[src/rtl/rgb_pwm_peripheral.sv]
// Memory-mapped LED/RGB PWM peripheral on the core's data-memory bus.
// Duties are double-buffered and move shadow->active only when the PWM counter wraps.
module rgb_pwm_peripheral #(
  parameter logic [31:0] BASE_ADDR    = 32'hFFFF_FF00,
  parameter bit          ACTIVE_LOW   = 1'b1,
  parameter logic [15:0] PRESCALE_RST = 16'd0
) (
  input  logic        clk,
  input  logic        rst_n,
  input  logic        mem_en,
  input  logic        mem_we,
  input  logic [31:0] mem_addr,
  input  logic [31:0] mem_wdata,
  output logic [31:0] mem_rdata,
  output logic        mem_hit,
  output logic        LED,
  output logic        RGB_R,
  output logic        RGB_G,
  output logic        RGB_B
);

  localparam logic [2:0] IDX_CTRL     = 3'd0;
  localparam logic [2:0] IDX_DUTY_R   = 3'd1;
  localparam logic [2:0] IDX_DUTY_G   = 3'd2;
  localparam logic [2:0] IDX_DUTY_B   = 3'd3;
  localparam logic [2:0] IDX_PRESCALE = 3'd4;
  localparam logic [2:0] IDX_STATUS   = 3'd5;

  logic        hit;
  logic        wr;
  logic        duty_wr;
  logic [2:0]  idx;
  logic        tick;
  logic        wrap;
  logic [31:0] rd_val;

  logic        en_q, en_d;
  logic        led_ctrl_q, led_ctrl_d;
  logic [7:0]  shd_r_q, shd_r_d;
  logic [7:0]  shd_g_q, shd_g_d;
  logic [7:0]  shd_b_q, shd_b_d;
  logic [7:0]  act_r_q, act_r_d;
  logic [7:0]  act_g_q, act_g_d;
  logic [7:0]  act_b_q, act_b_d;
  logic [15:0] prescale_q, prescale_d;
  logic [15:0] psc_q, psc_d;
  logic [7:0]  cnt_q, cnt_d;
  logic        pend_q, pend_d;
  logic [31:0] rdata_q, rdata_d;
  logic        hit_q, hit_d;
  logic        led_q, led_d;
  logic        rgb_r_q, rgb_r_d;
  logic        rgb_g_q, rgb_g_d;
  logic        rgb_b_q, rgb_b_d;

  logic unused_bits;
  assign unused_bits = ^{mem_addr[1:0], mem_wdata[31:16]};

  assign hit     = mem_en && (mem_addr[31:5] == BASE_ADDR[31:5]);
  assign wr      = hit && mem_we;
  assign idx     = mem_addr[4:2];
  assign duty_wr = wr && ((idx == IDX_DUTY_R) || (idx == IDX_DUTY_G) || (idx == IDX_DUTY_B));

  // Register-file writes
  always_comb begin
    en_d       = en_q;
    led_ctrl_d = led_ctrl_q;
    shd_r_d    = shd_r_q;
    shd_g_d    = shd_g_q;
    shd_b_d    = shd_b_q;
    prescale_d = prescale_q;
    if (wr) begin
      case (idx)
        IDX_CTRL: begin
          en_d       = mem_wdata[0];
          led_ctrl_d = mem_wdata[1];
        end
        IDX_DUTY_R:   shd_r_d    = mem_wdata[7:0];
        IDX_DUTY_G:   shd_g_d    = mem_wdata[7:0];
        IDX_DUTY_B:   shd_b_d    = mem_wdata[7:0];
        IDX_PRESCALE: prescale_d = mem_wdata[15:0];
        default: ;
      endcase
    end
  end

  // Prescaler: a psc left above a freshly lowered PRESCALE rolls through 65535 without a tick
  always_comb begin
    tick  = 1'b0;
    psc_d = psc_q;
    cnt_d = cnt_q;
    if (en_q) begin
      if (psc_q == prescale_q) begin
        tick  = 1'b1;
        psc_d = 16'd0;
      end else begin
        psc_d = psc_q + 16'd1;
      end
    end
    if (tick) cnt_d = cnt_q + 8'd1;
  end

  assign wrap = tick && (cnt_q == 8'hFF);

  // Transfer takes the post-write shadow so a store on the wrap edge lands in active too
  always_comb begin
    act_r_d = act_r_q;
    act_g_d = act_g_q;
    act_b_d = act_b_q;
    pend_d  = pend_q;
    if (wrap) begin
      act_r_d = shd_r_d;
      act_g_d = shd_g_d;
      act_b_d = shd_b_d;
      pend_d  = 1'b0;
    end else if (duty_wr) begin
      pend_d = 1'b1;
    end
  end

  always_comb begin
    rgb_r_d = (en_q && (cnt_q < act_r_q)) ^ ACTIVE_LOW;
    rgb_g_d = (en_q && (cnt_q < act_g_q)) ^ ACTIVE_LOW;
    rgb_b_d = (en_q && (cnt_q < act_b_q)) ^ ACTIVE_LOW;
    led_d   = led_ctrl_q;
  end

  always_comb begin
    rd_val = 32'd0;
    case (idx)
      IDX_CTRL:     rd_val = {30'd0, led_ctrl_q, en_q};
      IDX_DUTY_R:   rd_val = {24'd0, shd_r_q};
      IDX_DUTY_G:   rd_val = {24'd0, shd_g_q};
      IDX_DUTY_B:   rd_val = {24'd0, shd_b_q};
      IDX_PRESCALE: rd_val = {16'd0, prescale_q};
      IDX_STATUS:   rd_val = {16'd0, cnt_q, 7'd0, pend_q};
      default:      rd_val = 32'd0;
    endcase
    rdata_d = (hit && !mem_we) ? rd_val : 32'd0;
    hit_d   = hit;
  end

  always_ff @(posedge clk or negedge rst_n) begin
    if (!rst_n) begin
      en_q       <= 1'b0;
      led_ctrl_q <= 1'b0;
      shd_r_q    <= 8'd0;
      shd_g_q    <= 8'd0;
      shd_b_q    <= 8'd0;
      act_r_q    <= 8'd0;
      act_g_q    <= 8'd0;
      act_b_q    <= 8'd0;
      prescale_q <= PRESCALE_RST;
      psc_q      <= 16'd0;
      cnt_q      <= 8'd0;
      pend_q     <= 1'b0;
      rdata_q    <= 32'd0;
      hit_q      <= 1'b0;
      led_q      <= 1'b0;
      rgb_r_q    <= ACTIVE_LOW;
      rgb_g_q    <= ACTIVE_LOW;
      rgb_b_q    <= ACTIVE_LOW;
    end else begin
      en_q       <= en_d;
      led_ctrl_q <= led_ctrl_d;
      shd_r_q    <= shd_r_d;
      shd_g_q    <= shd_g_d;
      shd_b_q    <= shd_b_d;
      act_r_q    <= act_r_d;
      act_g_q    <= act_g_d;
      act_b_q    <= act_b_d;
      prescale_q <= prescale_d;
      psc_q      <= psc_d;
      cnt_q      <= cnt_d;
      pend_q     <= pend_d;
      rdata_q    <= rdata_d;
      hit_q      <= hit_d;
      led_q      <= led_d;
      rgb_r_q    <= rgb_r_d;
      rgb_g_q    <= rgb_g_d;
      rgb_b_q    <= rgb_b_d;
    end
  end

  assign mem_rdata = rdata_q;
  assign mem_hit   = hit_q;
  assign LED       = led_q;
  assign RGB_R     = rgb_r_q;
  assign RGB_G     = rgb_g_q;
  assign RGB_B     = rgb_b_q;

endmodule

[config.mk]
export PLATFORM = sky130hd
export DESIGN_NAME = rgb_pwm_peripheral
export DESIGN_NICKNAME = d
export VERILOG_FILES = /design/src/rtl/rgb_pwm_peripheral.sv
export SDC_FILE = /design/constraint.sdc
export NUM_CORES = 1
export LEC_CHECK = 0
export ABC_AREA = 1
export CORE_MARGIN = 10
export CORE_UTILIZATION = 30
export DETAILED_ROUTE_END_ITERATION = 8
export HOLD_SLACK_MARGIN = 0.06
export SYNTH_ARGS = -nofsm -noshare
export SYNTH_HDL_FRONTEND = slang
export SYNTH_SLANG_ARGS = --single-unit
[constraint.sdc]
create_clock -name clk -period 2.1 [get_ports clk]
set_input_delay 0.315 -clock clk [delete_from_list [all_inputs] [get_ports clk]]
set_output_delay 0.315 -clock clk [all_outputs]
set_load 0.05 [all_outputs]
==> flow_summary.toml, run 1 <==
[clocking]
clockRootBuffer = "clkbuf_16"
clock_path_buffers = 2
cts_buffers = 9
clk_latency_ns = 0.36
path_clk_slew_ns = 0.07
htree_levels = 3
holdBufCountCts = 0
cts_setup_buffers = 0
clock_sinks = 112
cts_resized = 0
cts_tree = "built"

[routing]
drc = 0
num_vias = 5518
postRouteAntennaNets = 0
vias_per_cell = 4.553
drt_iter0_drc = 369
dr.pass1.iters = 7
post_drt_wl_per_cell_um = 14.31
wl_um = 17340

[timing]
hold_slack_ns = 0.03560
slew_viol_final = 0
setup_violations = 0
min_period_over_period_pct = 95.29
fmax_mhz = 499.7
period_needed_ns = 2.001
final.setup.worst_slack_ns = 0.09887
worst_clock_skew_ns = 0.007881
max_slew.worst_pin.slew_ns = 0.6017
tns_ns = 0
finalHoldViolations = 0
relSlewSlack_pct = 59.89
grt_setup_unrepaired = "no"

[setup_path]
worstPathRequired_ns = 1.78
worstPathMaxFanout = 1
max_stage_delay_ns = 0.81
critPathKind = "register to primary output"
crit_family = "buffers and inverters"
start_kind = "register"
cpMaxStageDelayCell = "clkdlybuf4s50_1"
cp_data_arrival_time_ns = 1.69
critical_path_buf_inv_count = 1
path_cells = "clkdlybuf4s50_1"
end_kind = "primary output"

[placement]
hpwl_um = 13040
placed_cells = 1196
gp_congestion = 0.8652
io_buffers = 70
place_ws_ns = 0.02610

[grt]
grt_start_max_net_pins = 113
met1_usage_pct = 16.50
top_usage_layer = "met2"
antenna_found_initial = 0
grt_pass1_wl_um = 28730
met2_usage_pct = 22.65
grt-ovfl-total = 0
track_usage_pct = 13.27
grt_pass1_vias = 5529
grt_use_met3_pct = 1.934

[die]
start_util_pct = 30.33
die_area_sq_um = 27330
dieWidth_um = 165.3
core-area_sq_um = 20890
top_level_ports = 105
die_h_um = 165.3
rows = 53

[finish]
drive_gt1_share_pct = 6.297
n_antenna_cell = 0
layout_common_cells = "nand2_1 (274), inv_1 (133), dfrtp_1 (109), clkdlybuf4s50_1 (69), o21ai_0 (58)"
nNetsFinal = 1023
synthToLayoutAreaGrowth_pct = 21.52
final_common_cell = "nand2_1"
final_cells = 1212
fillerInstances = 2214

[logic_synthesis]
synth-seq-cells = 112
postSynthAreaPerCell_sq_um = 7.445
synth_top_area_cell = "dfrtp_1"
synth.distinct_cells = 33
syn_inst = 851
synthTopCellsByArea = "dfrtp_1 (43%), nand2_1 (16%), inv_1 (7.9%), o21ai_0 (4.6%), ha_1 (4.5%)"
synth.yosys.seq_area_share_pct = 44.29
yosys_warnings = 0
syn-cell-area_sq_um = 6336
yosysTopAreaCellShare_pct = 43.05

[min_path]
hp-class = "input pin to asynchronous set/reset pin"

[power_and_ir_drop]
power_density_nw_per_um2 = 549.8
leakagePower_uw = 0.003890
ir_drop_uv = 410.5
power.total_uw = 4233

[status]
status = "complete, no violations"

[flow_run]
max_cap_violations = 0
area by class of cell:
type                       instances  area, sq um  area share, %
multi-input combinational        572         2776          36.06
tap                              275        344.1          4.469
inverter                         138        518.0          6.727
timing repair buffer              99        965.9          12.54
sequential                       112         2806          36.45
clock buffer                      11        232.7          3.022
clock inverter                     5        56.30         0.7312
final timing paths:
| check | endpoint | startpoint | cells after the start | slack [ns] |
|---|---|---|---|---|
| min | prescale_q[7]$_DFFE_PN0P_ | rst_n | 2 | 0.04 |
| max reg2reg | act_b_q[5]$_DFFE_PN0P_ | psc_q[3]$_DFFE_PN0P_ | 11 | 0.23 |
| min in group clk | LED$_DFF_PN0_ | led_ctrl_q$_DFFE_PN0P_ | 0 | 0.39 |
| max | RGB_G | RGB_G$_DFF_PN1_ | 1 | 0.1 |
| min reg2reg | LED$_DFF_PN0_ | led_ctrl_q$_DFFE_PN0P_ | 0 | 0.39 |
| max in group asynchronous | shd_r_q[7]$_DFF_PN0_ | rst_n | 2 | 1.63 |
power by group:
| part | total (uW) | switching [uW] | internal, uW |
|---|---|---|---|
| sequential | 2160 | 3.17 | 2160 |
| combinational | 337 | 215 | 122 |
| clock | 1740 | 809 | 928 |
synthesized netlist by cell type, drive strengths merged:
cell type / number
a21oi: 17
a221oi: 6
buf: 35
clkbuf: 9
clkinv: 1
conb: 1
dfrtp: 109
dfstp: 3
ha: 23
inv: 137
nand2: 275
nand3: 33
nand3b: 3
nand4: 44
nor2: 57
nor3: 10
nor4: 1
o211ai: 2
o21a: 3
o21ai: 58
o221ai: 2
o22ai: 14
or2: 1
xor2: 7
cells by family after synthesis:
kind of cell	synth area share, %
compound gates	9.005
xor+xnor	0.9676
fa+ha+maj	4.542
buf+inv	12.78
flops	44.29
other cells	0.05918
simple gates	28.36
registers in the layout, summed over array words and instances, names as in the netlist, 8 cells and up:
| signal | count |
|---|---|
| mem_rdata | 16 |
| prescale_q | 16 |
| psc_q | 16 |
| act_b_q | 8 |
| act_g_q | 8 |
| act_r_q | 8 |
| cnt_q | 8 |
| shd_b_q | 8 |
| shd_g_q | 8 |
| shd_r_q | 8 |
through the flow:
step / instance area (sq um) / util (%)
6_report: 7700 / 36.86
5_1_grt: 7700 / 36.86
4_1_cts: 7700 / 36.86
3_5_place_dp: 7411 / 35.48
3_3_place_gp: 7411 / 35.48
2_1_floorplan: 6392 / -
per-layer routing:
layer / vias to the layer above / wire (um)
met5: - / 0
met4: 0 / 377
met3: 21 / 652
met2: 89 / 8707
met1: 2569 / 7604
li1: 2839 / -
No activity file was read; power rests on OpenSTA's default activity.
==> run 2, diff against run 1 <==
CAP_MARGIN = 20   (was unset)
CORE_ASPECT_RATIO = 1.1   (was unset)
==> run 2 against run 1 <==
Against the previous run: non-clock buffer count up 2; clock-buffer cell count up 1; register-to-register slack worse by 0.06 ns; wire length down 1.1%; maximum frequency up 0.24%; total power up 0.65%; utilization up 0.64 points; clock power about the same; sequential share of layout area down 0.20 points; via count up 0.51%; worst setup slack better by 0.0047 ns; largest power group unchanged.
==> flow_summary.toml, run 2 (same netlist as run 1, synthesis figures left out) <==
[status]
status = "complete, no violations"

[die]
die_h_um = 172.4
top_level_ports = 105
start_util_pct = 30.69
dieWidth_um = 158.6
core-area_sq_um = 20640
die_area_sq_um = 27340
rows = 55

[power_and_ir_drop]
leakagePower_uw = 0.003921
p_clk_share_pct = 41.1
p_int_uw = 3247
switching_share_pct = 23.79
seq_power_share_pct = 50.7
switchingPower_uw = 1014
ir_drop_uv = 320.7
power_density_nw_per_um2 = 550.3
combPwrFrac_pct = 8.2

[clocking]
clock_sinks = 112
cts_resized = 0
clockRootBuffer = "clkbuf_16"
clk_latency_ns = 0.36
cts_buffers = 9
path_clk_slew_ns = 0.07
cts_setup_buffers = 0
clock_path_buffers = 2
cts_tree = "built"
htree_levels = 3

[timing]
min_period_over_period_pct = 95.07
relSlewSlack_pct = 62.75
tns_ns = 0
finalHoldViolations = 0
worst_clock_skew_ns = 0.009268
setup_violations = 0
period_needed_ns = 1.996
grt_setup_unrepaired = "no"
slew_viol_final = 0
max_slew.worst_pin.slew_ns = 0.5537
fmax_mhz = 500.9

[routing]
drc = 0
post_drt_wl_per_cell_um = 14.35
dr.pass1.iters = 5
postRouteAntennaNets = 0
vias_per_cell = 4.641
num_vias = 5546
drt_iter0_drc = 297
wl_um = 17150

[setup_path]
end_kind = "primary output"
cpMaxStageDelayCell = "clkdlybuf4s50_1"
worstPathRequired_ns = 1.78
critPathKind = "register to primary output"
timing.rr.start = "cnt_q[6]$_DFFE_PN0P_"
crit_family = "buffers and inverters"
critical_path_buf_inv_count = 1
reg2reg_slack_ns = 0.17
cp_num_cells = 1
worstPathMaxFanout = 1
cp_data_arrival_time_ns = 1.68
max_stage_delay_ns = 0.81
start_kind = "register"
cp-endpoint = "RGB_B"
regToRegEndpoint = "act_g_q[7]$_DFFE_PN0P_"
crit_start = "RGB_B$_DFF_PN1_"
path_cells = "clkdlybuf4s50_1"
rr_worst_depth = 7

[finish]
layout_common_cells = "nand2_1 (274), inv_1 (133), dfrtp_1 (109), clkdlybuf4s50_1 (69), o21ai_0 (58)"
nNetsFinal = 1025
fillerInstances = 2138
utilization_pct = 37.50
drive_gt1_share_pct = 6.390
synthToLayoutAreaGrowth_pct = 22.20
multiInputGateArea_sq_um = 2776
regArea_sq_um = 2806
final_common_cell = "nand2_1"
n_antenna_cell = 0

[placement]
io_buffers = 70
gp_congestion = 0.8850
hpwl_um = 13130

[grt]
antenna_found_initial = 0
grt_start_max_net_pins = 43
track_usage_pct = 12.86
grt_pass1_wl_um = 27170
grt_pass1_vias = 5243
grt-ovfl-total = 0

[min_path]
hp-class = "register to register"

[flow_run]
max_cap_violations = 0
## run 2: changes by cell type in the layout (fill, tap and decap cells not counted), sizes merged
cell         delta
clkinv          -1
buf             +1
inv             -1
clkbuf          +1
clkinvlp        +1
dlygate4sd3     +1
## run 2: worst register-to-register path, delay by kind of cell (launching register included)
family | cells | cell delay, ns
and+or+nand+nor | 4 | 0.92
DFF | 1 | 0.48
buffers and inverters | 3 | 0.47
## run 2: power by group through the flow
stage / combinational (uW) / sequential (uW) / clock (uW)
finish: 348 / 2160 / 1750
global route: 381 / 2160 / 1880
CTS: 350 / 2160 / 1800
detailed placement: 348 / 2200 / 0
global placement: 346 / 2200 / 0
floorplan: 168 / 2200 / 0
## run 2: worst min-delay path by stage
stage	start	endpoint	slack [ns]	cells after the start
floorplan	rst_n	LED$_DFF_PN0_	0.02	0
global route	led_ctrl_q$_DFFE_PN0P_	LED$_DFF_PN0_	0.41	0
finish	led_ctrl_q$_DFFE_PN0P_	LED$_DFF_PN0_	0.39	0
global placement	rst_n	psc_q[1]$_DFFE_PN0P_	0.32	1
CTS	led_ctrl_q$_DFFE_PN0P_	LED$_DFF_PN0_	0.39	0
detailed placement	rst_n	psc_q[1]$_DFFE_PN0P_	0.32	1
## run 2: layer usage
metal | GRT usage (%) | share of wire [%] | up-vias
li1 | - | - | 2847
met1 | 15.83 | 43 | 2562
met4 | 5.885 | 2.9 | 0
met3 | 2.335 | 5.2 | 24
met5 | 0 | 0 | -
met2 | 21.40 | 49 | 113
## run 2: per-stage QoR
step	cells	total power (uW)	hold slack [ns]	instance area [sq um]	worst slack (ns)
3_5_place_dp	1178	2550	0.3191	7432	0.005041
5_1_grt	1195	4422	0.4108	7742	0.02925
2_1_floorplan	866	2370	0.01941	6392	0.5069
3_3_place_gp	1178	2548	0.3173	7432	0.04012
4_1_cts	1195	4310	0.3926	7742	0.06811
6_report	1195	4261	0.3908	7742	0.1036
## run 2: timing repair
item | in CTS | in global routing
hold buffers | 1 | 0
hold endpoints to repair | 32 | 0
endpoints found under the setup margin | 0 | 0
## run 2: cell type report
class / count / share of cell area [%]
clock buffers: 12 / 3.184
multi-input cells: 572 / 35.86
flip-flops and latches: 112 / 36.25
well taps: 256 / 4.137
inverters: 138 / 6.690
clock inverters: 4 / 0.6949
repair buffers: 101 / 13.19
==> run 3, diff against run 2 <==
SLEW_MARGIN = 20   (was unset)
==> results of run 3 <==
Final layout, timing and power as in run 2 (identical DEF).
